[config.mk]
export PLATFORM = sky130hd
export DESIGN_NAME = fft_ctrl_param
export DESIGN_NICKNAME = d
export VERILOG_FILES = /design/src/rtl/fft_ctrl_param.sv
export SDC_FILE = /design/constraint.sdc
export NUM_CORES = 1
export LEC_CHECK = 0
export BUFFER_PORTS_ARGS = -buffer_cell sky130_fd_sc_hd__buf_2
export CORE_MARGIN = 10
export CORE_UTILIZATION = 63
export CTS_CLUSTER_DIAMETER = 100
export DETAILED_ROUTE_END_ITERATION = 16
export PLACE_DENSITY = 0.95
export SETUP_SLACK_MARGIN = 0.05
export SLEW_MARGIN = 20
export SYNTH_ARGS = -nofsm -noshare
export SYNTH_HDL_FRONTEND = slang
export SYNTH_SLANG_ARGS = --single-unit
[constraint.sdc]
create_clock -name clk -period 11.7 [get_ports clk]
set_input_delay 0.585 -clock clk [delete_from_list [all_inputs] [get_ports clk]]
set_output_delay 0.585 -clock clk [all_outputs]
set_load 0.02 [all_outputs]
[src/rtl/fft_ctrl_param.sv]
`default_nettype none
// ============================================================================
// Module   : fft_ctrl_param
// Purpose  : Address/control sequencer for an in-place radix-2 DIF FFT on two
//            parity-mapped SRAM banks. Macro FFTC_NATURAL_ORDER_EN selects
//            natural-order unload (bit-reversed read index).
// Revision : 1.0
// ============================================================================
module fft_ctrl_param #(
    parameter int LOG2N  = 6,
    parameter int BF_LAT = 2
) (
    input  logic             clk,
    input  logic             nrst,
    input  logic             start,
    input  logic             valid,
    output logic             busy,
    output logic             in_ready,
    output logic [3:0]       stage,
    output logic             we_b0,
    output logic             we_b1,
    output logic             re_b0,
    output logic             re_b1,
    output logic [LOG2N-2:0] waddr_b0,
    output logic [LOG2N-2:0] waddr_b1,
    output logic [LOG2N-2:0] raddr_b0,
    output logic [LOG2N-2:0] raddr_b1,
    output logic             swap0_en,
    output logic             swap1_en,
    output logic [LOG2N-2:0] tw_idx,
    output logic             bank_select,
    output logic             out_valid,
    output logic             frame_done
);

    localparam int N    = 1 << LOG2N;
    localparam int AW   = LOG2N - 1;
    localparam int HALF = N / 2;
    localparam int CW   = $clog2(N + BF_LAT) + 1;

    localparam logic [CW-1:0] C_LOAD_LAST = CW'(N - 1);
    localparam logic [CW-1:0] C_STG_LAST  = CW'(HALF + BF_LAT - 1);
    localparam logic [CW-1:0] C_UNL_LAST  = CW'(N);
    localparam logic [CW-1:0] C_HALF      = CW'(HALF);
    localparam logic [3:0]    C_LOG2N     = 4'(LOG2N);
    localparam logic [3:0]    C_UNL_STAGE = 4'(LOG2N + 1);

    typedef enum logic [1:0] {
        S_IDLE   = 2'd0,
        S_LOAD   = 2'd1,
        S_STAGE  = 2'd2,
        S_UNLOAD = 2'd3
    } state_t;

    state_t        state_q, state_d;
    logic [CW-1:0] cnt_q, cnt_d;
    logic [3:0]    stg_q, stg_d;

    // ---------------- FSM state register ----------------
    always_ff @(posedge clk or negedge nrst) begin
        if (!nrst) begin
            state_q <= S_IDLE;
            cnt_q   <= '0;
            stg_q   <= '0;
        end else if (valid) begin
            state_q <= state_d;
            cnt_q   <= cnt_d;
            stg_q   <= stg_d;
        end
    end

    // ---------------- FSM next state ----------------
    always_comb begin
        state_d = state_q;
        cnt_d   = cnt_q;
        stg_d   = stg_q;
        case (state_q)
            S_IDLE: begin
                if (start) begin
                    state_d = S_LOAD;
                    cnt_d   = '0;
                end
            end
            S_LOAD: begin
                if (cnt_q == C_LOAD_LAST) begin
                    state_d = S_STAGE;
                    cnt_d   = '0;
                    stg_d   = 4'd1;
                end else begin
                    cnt_d = cnt_q + 1'b1;
                end
            end
            S_STAGE: begin
                if (cnt_q == C_STG_LAST) begin
                    cnt_d = '0;
                    if (stg_q == C_LOG2N) begin
                        state_d = S_UNLOAD;
                        stg_d   = '0;
                    end else begin
                        stg_d = stg_q + 4'd1;
                    end
                end else begin
                    cnt_d = cnt_q + 1'b1;
                end
            end
            S_UNLOAD: begin
                if (cnt_q == C_UNL_LAST) begin
                    state_d = S_IDLE;
                    cnt_d   = '0;
                end else begin
                    cnt_d = cnt_q + 1'b1;
                end
            end
            default: state_d = S_IDLE;
        endcase
    end

    // ---------------- butterfly pair addressing ----------------
    // j = m with a zero inserted at bit (LOG2N-s); partner k = j | span.
    logic [3:0]       w_shamt;
    logic [LOG2N-1:0] w_span, w_lowmask, w_mx, w_j, w_k_ld, w_uidx;
    logic [AW-1:0]    w_khi, w_ra0, w_ra1, w_tw;
    logic             w_swap, w_rd, w_urd, w_upar, w_lpar;

    assign w_shamt   = C_LOG2N - stg_q;
    assign w_span    = LOG2N'(1) << w_shamt;
    assign w_lowmask = w_span - LOG2N'(1);
    assign w_mx      = {1'b0, cnt_q[AW-1:0]};
    assign w_j       = ((w_mx & ~w_lowmask) << 1) | (w_mx & w_lowmask);
    assign w_khi     = AW'((w_j | w_span) >> 1);
    assign w_swap    = ^w_j;
    assign w_ra0     = w_swap ? w_khi : w_j[LOG2N-1:1];
    assign w_ra1     = w_swap ? w_j[LOG2N-1:1] : w_khi;
    assign w_tw      = AW'((w_mx & w_lowmask) << (stg_q - 4'd1));
    assign w_rd      = (state_q == S_STAGE) && (cnt_q < C_HALF);

    assign w_k_ld    = cnt_q[LOG2N-1:0];
    assign w_lpar    = ^w_k_ld;
    assign w_urd     = (state_q == S_UNLOAD) && (cnt_q != C_UNL_LAST);
    assign w_upar    = ^w_uidx;

`ifdef FFTC_NATURAL_ORDER_EN
    for (genvar gi = 0; gi < LOG2N; gi++) begin : g_bitrev
        assign w_uidx[gi] = w_k_ld[LOG2N-1-gi];
    end
`else
    assign w_uidx = w_k_ld;
`endif

    // ---------------- read-to-write and unload pipelines ----------------
    logic          pv_q  [BF_LAT];
    logic          ps_q  [BF_LAT];
    logic [AW-1:0] pa0_q [BF_LAT];
    logic [AW-1:0] pa1_q [BF_LAT];
    logic [AW-1:0] tw1_q;
    logic          ov_q, ob_q, ol_q;

    always_ff @(posedge clk or negedge nrst) begin
        if (!nrst) begin
            for (int i = 0; i < BF_LAT; i++) begin
                pv_q[i]  <= 1'b0;
                ps_q[i]  <= 1'b0;
                pa0_q[i] <= '0;
                pa1_q[i] <= '0;
            end
            tw1_q <= '0;
            ov_q  <= 1'b0;
            ob_q  <= 1'b0;
            ol_q  <= 1'b0;
        end else if (valid) begin
            pv_q[0]  <= w_rd;
            ps_q[0]  <= w_swap;
            pa0_q[0] <= w_ra0;
            pa1_q[0] <= w_ra1;
            for (int i = 1; i < BF_LAT; i++) begin
                pv_q[i]  <= pv_q[i-1];
                ps_q[i]  <= ps_q[i-1];
                pa0_q[i] <= pa0_q[i-1];
                pa1_q[i] <= pa1_q[i-1];
            end
            tw1_q <= w_tw;
            ov_q  <= w_urd;
            ob_q  <= w_upar;
            ol_q  <= w_urd && (cnt_q == C_LOAD_LAST);
        end
    end

    // ---------------- outputs (all strobes/addresses gated by valid) ----------------
    always_comb begin
        busy        = (state_q != S_IDLE);
        stage       = 4'd0;
        in_ready    = 1'b0;
        we_b0       = 1'b0;
        we_b1       = 1'b0;
        re_b0       = 1'b0;
        re_b1       = 1'b0;
        waddr_b0    = '0;
        waddr_b1    = '0;
        raddr_b0    = '0;
        raddr_b1    = '0;
        swap0_en    = 1'b0;
        swap1_en    = 1'b0;
        tw_idx      = '0;
        bank_select = 1'b0;
        out_valid   = 1'b0;
        frame_done  = 1'b0;

        if (state_q == S_STAGE) begin
            stage = stg_q;
        end else if (state_q == S_UNLOAD) begin
            stage = C_UNL_STAGE;
        end

        if (valid) begin
            case (state_q)
                S_LOAD: begin
                    in_ready    = 1'b1;
                    we_b0       = ~w_lpar;
                    we_b1       = w_lpar;
                    waddr_b0    = w_k_ld[LOG2N-1:1];
                    waddr_b1    = w_k_ld[LOG2N-1:1];
                    bank_select = w_lpar;
                end
                S_STAGE: begin
                    if (w_rd) begin
                        re_b0    = 1'b1;
                        re_b1    = 1'b1;
                        raddr_b0 = w_ra0;
                        raddr_b1 = w_ra1;
                    end
                end
                S_UNLOAD: begin
                    if (w_urd) begin
                        re_b0    = ~w_upar;
                        re_b1    = w_upar;
                        raddr_b0 = w_uidx[LOG2N-1:1];
                        raddr_b1 = w_uidx[LOG2N-1:1];
                    end
                end
                default: ;
            endcase

            if (pv_q[BF_LAT-1]) begin
                we_b0    = 1'b1;
                we_b1    = 1'b1;
                waddr_b0 = pa0_q[BF_LAT-1];
                waddr_b1 = pa1_q[BF_LAT-1];
                swap1_en = ps_q[BF_LAT-1];
            end
            if (pv_q[0]) begin
                swap0_en = ps_q[0];
                tw_idx   = tw1_q;
            end
            if (ov_q) begin
                out_valid   = 1'b1;
                bank_select = ob_q;
                frame_done  = ol_q;
            end
        end
    end

endmodule
`default_nettype wire

==> impl_metrics.env, run 1 <==
export IMPL_coreArea_um2=5440
export IMPL_area_growth_pct=8.77
export IMPL_fin_setup_tns_ns=0
export IMPL_status="finished, final reports clean"
export IMPL_worstPathMaxFanout=18
export IMPL_startpoint="stg_q[0]"
export IMPL_fin_area_um2=3800
export IMPL_numCtsBuffers=5
export IMPL_rows=27
export IMPL_fin_crit_sh_pct=47.2
export IMPL_layout_commonest_cell="nand2_1"
export IMPL_setup_slack_ns=6.18
export IMPL_start_util_pct=64.3
export IMPL_track_usage_pct=19.3
export IMPL_seq_area_frac_synth_pct=32.9
export IMPL_hold_class="in2async"
export IMPL_io_pins=44
export IMPL_n_fill_cell=451
export IMPL_syn_area_per_cell_um2=8.46
export IMPL_grt_max_degree=74
export IMPL_clock_path_buffers=2
export IMPL_drive_above_1_share_pct=19.1
export IMPL_synth_ff_type="dfrtp_1"
export IMPL_port_buffers=43
export IMPL_post_cts_buffers=0
export IMPL_fmax_mhz=181
export IMPL_layout_cells_non_filler=516
export IMPL_dieArea_um2=8930
export IMPL_die_w_um=94.5
export IMPL_first_pass_iters=5
export IMPL_finalWirelength_um=8620
export IMPL_nets=468
export IMPL_grt_overflow_total=0
export IMPL_register_area_um2=1150
export IMPL_netlist_instances=413
export IMPL_final_min_clock_period_ns=5.52
export IMPL_required_ns=11.12
export IMPL_critical_path_class="reg2out"
export IMPL_rr_startpoint="stg_q[0]"
export IMPL_drt_wirelength_per_cell_um=16.7
export IMPL_crit_chain="ha_1, and4b_1, o21ai_1, nand2_1, and2_1, inv_1, ha_1, and3b_1, nor4_1, o21ai_0, a21o_1, a31oi_2, o21ai_1, a31oi_1, buf_2"
export IMPL_via_per_inst=6.14
export IMPL_postPlaceCellArea_um2=3700
export IMPL_cap_violations=0
export IMPL_p_leak_nw=1.76
export IMPL_clk_transition_reported_paths_ns=0.10
export IMPL_clockRootBuffer="clkbuf_8"
export IMPL_grt_pass1_wl_um=14200
export IMPL_setup_viol_count_final=0
export IMPL_crit_path_end_kind="output pin"
export IMPL_relSlewSlack_pct=34.9
export IMPL_power_density_nw_per_um2=225
export IMPL_ys_warn_count=0
export IMPL_post_place_ws_ns=6.62
export IMPL_syn_cell_area_um2=3490
export IMPL_synth_edff_count=0
export IMPL_rsz0062_at_grt="false"
export IMPL_cts_tree="done"
export IMPL_startpoint_type="flip-flop"
export IMPL_cpPeakStageDelay_ns=0.66
export IMPL_diodes=0
export IMPL_tightest_slew_ns=0.977
export IMPL_dp_cells=507
export IMPL_fp_dieH_um=94.5
export IMPL_clkLatencyLatePin_ns=0.32
export IMPL_layout_common_cells="50 x nand2_1, 46 x dfrtp_1, 43 x buf_2, 35 x o21ai_0, 29 x nor2_1"
export IMPL_initialDrtViolationCount=256
export IMPL_async_flop_share_pct=100
export IMPL_clkSinkCount=46
export IMPL_synth_seq_cells=46
export IMPL_ys_types=56
export IMPL_multi_input_area_um2=2160
export IMPL_cts_resized=0
export IMPL_vias=3170
export IMPL_hold_viol_final=0
export IMPL_drv_slew=0
export IMPL_syn_num_nets=438
export IMPL_ir_worst_vdd_uv=127
export IMPL_drc=0
export IMPL_hold_buffers=0
export IMPL_grt_antenna_before_repair=0
export IMPL_gp_congestion=0.954
export IMPL_drtAntennaViolNets=0
export IMPL_fin_skew_ns=0.0106
export IMPL_cp_arrival_ns=4.94
export IMPL_slowest_stage="dfrtp_1"
export IMPL_post_dp_hpwl_um=6510
export IMPL_first_global_vias=3073
export IMPL_htreeDepth=2
[state kept, by name (all words and copies together) (netlist names), 2 cells and up]
signal and cells:
pa0_q 10, pa1_q 10, cnt_q 8, tw1_q 5, stg_q 4, ps_q 2, pv_q 2, state_q 2
[power breakdown]
part	switching, mW	internal (mW)
logic	0.298	0.176
registers	0.0648	0.214
clock network	0.0585	0.0428
[path summary, 6_finish.rpt]
path	to	slack (ns)	cells after the start
max in group asynchronous	stg_q[0]	10.67	1
min in group clk	pa0_q[2]	0.51	1
hold / removal	pa0_q[0]	0.42	1
setup reg to reg	pa0_q[6]	7.15	14
setup / recovery	raddr_b0[1]	6.18	15
hold reg to reg	pa0_q[2]	0.51	1
[stage by stage]
stage / hold WS [ns] / power, mW / util [%]
after floorplan: 0.289 / 0.620 / -
after detailed placement: 0.491 / 0.742 / 68.0
final: 0.417 / 0.854 / 69.9
after global placement: 0.485 / 0.719 / 68.0
after CTS: 0.475 / 0.844 / 69.7
after global routing: 0.497 / 0.918 / 69.9
[per-layer routing]
| layer | up-vias | global-route usage (%) | wire length [um] |
|---|---|---|---|
| li1 | 1517 | - | - |
| met1 | 1509 | 24.4 | 3650 |
| met2 | 129 | 31.8 | 4030 |
| met3 | 15 | 5.00 | 795 |
| met4 | 0 | 5.74 | 138 |
| met5 | - | 0 | 0 |
[cells by family after synthesis]
group / synth area share, %
buffers and inverters: 5.30
flip-flops: 32.9
AND/OR/NAND/NOR: 24.0
XOR/XNOR: 4.76
multiplexers: 7.81
adder cells (fa/ha/maj): 7.52
AO/OA/AOI/OAI: 17.7
[cells in the mapped netlist (6+ instances only)]
cell,instances,area [um^2]
nor2_1,29,109
xnor2_1,9,78.8
nand3_1,16,80.1
inv_1,21,78.8
ha_1,21,263
clkbuf_1,12,45.0
mux2i_1,7,70.1
and2_1,8,50.1
xor2_1,10,87.6
nor3_1,12,60.1
a21boi_0,13,97.6
mux2_2,16,180
and3_1,12,75.1
dfrtp_1,46,1150
nand2_1,50,188
a21oi_1,13,65.1
o22ai_1,6,37.5
o21ai_0,35,175
[final cells by class]
type	instances	share of cell area, %
timing repair buffer	45	6.06
multi-input combinational	324	56.8
clock inverter	3	0.625
clock buffer	5	1.81
inverter	21	2.07
sequential	46	30.3
tap	72	2.37
[critical path, delay by kind of cell, from the launching register on]
| kind | cells | cell delay, ns |
|---|---|---|
| adders and majority gates | 2 | 0.70 |
| DFF | 1 | 0.66 |
| AOI/OAI and AO/OA | 6 | 1.74 |
| buffers and inverters | 2 | 0.26 |
| and+or+nand+nor | 5 | 1.27 |
Note: power is estimated with default switching activity, not from simulation.
==> run 2: changes to the inputs <==
--- a/config.mk
+++ b/config.mk
@@ -7,10 +7,10 @@
 export LEC_CHECK = 0
 export BUFFER_PORTS_ARGS = -buffer_cell sky130_fd_sc_hd__buf_2
 export CORE_MARGIN = 10
-export CORE_UTILIZATION = 63
+export CORE_UTILIZATION = 53
 export CTS_CLUSTER_DIAMETER = 100
 export DETAILED_ROUTE_END_ITERATION = 16
-export PLACE_DENSITY = 0.95
+export PLACE_DENSITY = 0.87
 export SETUP_SLACK_MARGIN = 0.05
 export SLEW_MARGIN = 20
 export SYNTH_ARGS = -nofsm -noshare
==> constraint.sdc (replaced) <==
create_clock -name clk -period 5 [get_ports clk]
set_input_delay 0.25 -clock clk [delete_from_list [all_inputs] [get_ports clk]]
set_output_delay 0.25 -clock clk [all_outputs]
set_load 0.02 [all_outputs]
==> run 2 against run 1 <==
Effect of this change: wire length decreased by 0.14%; register-to-register slack got worse by 6.2 ns; combinational power increased by 140%; die area increased by 15%; sequential share of layout area decreased by 0.46 points; final area increased by 1.6%; clock power increased to 2.8 times the previous value; critical path type unchanged; non-clock buffer count increased by 3.
==> impl_metrics.env, run 2 (synthesis gave the netlist of run 1 again) <==
export IMPL_status="finished, final reports clean"
export IMPL_hold_class="in2reg"
export IMPL_final_min_clock_period_ns=4.64
export IMPL_postPlaceCellArea_um2=3730
export IMPL_nets=471
export IMPL_setup_slack_ns=0.361
export IMPL_post_dp_hpwl_um=6430
export IMPL_fin_util_pct=60.5
export IMPL_finalWirelength_um=8610
export IMPL_rsz0062_at_grt="false"
export IMPL_fp_dieH_um=101
export IMPL_die_w_um=101
export IMPL_crit_chain="ha_1, and4b_1, o21ai_1, nand2_1, and2_1, inv_1, ha_1, and3b_1, nor4_2, o21ai_1, a21o_1, and4_4, or3b_1, a31oi_1, buf_2"
export IMPL_drive_above_1_share_pct=19.9
export IMPL_grt_pass1_wl_um=14300
export IMPL_drt_wirelength_per_cell_um=16.4
export IMPL_gp_congestion=0.962
export IMPL_initialDrtViolationCount=255
export IMPL_diodes=0
export IMPL_fin_setup_tns_ns=0
export IMPL_relSlewSlack_pct=46.3
export IMPL_slowest_stage="dfrtp_2"
export IMPL_clock_path_buffers=2
export IMPL_drv_slew=0
export IMPL_worstPathMaxFanout=18
export IMPL_io_pins=44
export IMPL_p_leak_nw=1.78
export IMPL_fin_skew_ns=0.00703
export IMPL_r2r_setup_slack_ns=0.95
export IMPL_first_global_vias=3013
export IMPL_fin_area_um2=3860
export IMPL_drtAntennaViolNets=0
export IMPL_reg2reg_depth=15
export IMPL_post_place_ws_ns=0.520
export IMPL_hold_viol_final=0
export IMPL_cts_tree="done"
export IMPL_ir_worst_vdd_uv=359
export IMPL_fin_crit_sh_pct=92.8
export IMPL_total_power_mw=2.06
export IMPL_grt_max_degree=71
export IMPL_via_per_inst=6.10
export IMPL_numCtsBuffers=5
export IMPL_cpPeakStageDelay_ns=0.49
export IMPL_grt_antenna_before_repair=0
export IMPL_vias=3196
export IMPL_clk_transition_reported_paths_ns=0.09
export IMPL_start_util_pct=54.7
export IMPL_layout_cells_non_filler=524
export IMPL_fmax_mhz=216
export IMPL_r2r_end="pa0_q[9]"
export IMPL_rr_startpoint="stg_q[1]"
export IMPL_holdPathEnd="stg_q[1]"
export IMPL_area_growth_pct=10.6
export IMPL_first_pass_iters=6
export IMPL_setup_viol_count_final=0
export IMPL_tightest_slew_ns=0.804
export IMPL_port_buffers=43
export IMPL_critical_path_class="reg2out"
export IMPL_drc=0
export IMPL_layout_common_cells="50 x nand2_1, 45 x dfrtp_1, 42 x buf_2, 34 x o21ai_0, 29 x nor2_1"
export IMPL_coreArea_um2=6390
export IMPL_hold_depth=3
export IMPL_dieArea_um2=10200
export IMPL_track_usage_pct=16.6
export IMPL_clkLatencyLatePin_ns=0.30
export IMPL_required_ns=4.75
export IMPL_power_density_nw_per_um2=534
export IMPL_clockRootBuffer="clkbuf_8"
export IMPL_grt_overflow_total=0
export IMPL_cp_arrival_ns=4.39
export IMPL_whs_ns=0.473
export IMPL_htreeDepth=2
export IMPL_cap_violations=0
export IMPL_crit_path_end_kind="output pin"
export IMPL_rows=29
export IMPL_clkSinkCount=46
export IMPL_startpoint_type="flip-flop"
export IMPL_layout_commonest_cell="nand2_1"
export IMPL_reg_top3="pa0_q (10), pa1_q (10), cnt_q (8)"
export IMPL_dp_cells=515
export IMPL_hold_start="valid"
run 2: how the worst max path moves through the flow:
stage	start	endpoint	slack, ns	cells after the start
2_1_floorplan	stg_q[1]	raddr_b1[1]	0.85	16
3_3_place_gp	stg_q[1]	raddr_b1[1]	0.64	15
3_5_place_dp	stg_q[1]	raddr_b1[1]	0.52	15
4_1_cts	stg_q[1]	raddr_b1[1]	0.19	15
5_1_grt	stg_q[1]	raddr_b1[1]	0.07	15
6_report	stg_q[1]	raddr_b1[1]	0.36	15
run 2: layout make-up:
type / instances / area (um^2)
clock inverter: 3 / 45.0
fill: 560 / 2520
tap: 77 / 96.3
timing repair buffer: 48 / 258
multi-input combinational: 324 / 2160
inverter: 21 / 78.8
clock buffer: 5 / 68.8
sequential: 46 / 1150
run 2: power breakdown:
group / leakage, nW / internal [mW] / switching (mW)
sequential: 0.598 / 0.501 / 0.136
clock: 0.0504 / 0.149 / 0.132
combinational: 1.13 / 0.427 / 0.718
total: 1.78 / 1.08 / 0.985
run 2: what timing repair did:
action                                  4_1_cts  5_1_grt
gates resized for setup                       0        3
endpoints found under the setup margin        0        5
endpoints found under the hold margin         0       46
hold buffers                                  0        1
setup buffers                                 0        0
run 2: critical path, delay by kind of cell (launching register included):
family          cells  cell delay [ns]
compound gates      4             0.86
fa+ha+maj           2             0.64
buf+inv             2             0.25
flops               1             0.49
simple gates        7             1.83
run 2: layer usage:
layer	global-route usage [%]	share of wire, %	vias to the layer above
li1	-	-	1510
met1	21.1	43	1515
met2	27.6	47	151
met3	3.13	8.1	20
met4	5.47	1.5	0
met5	0	0	-
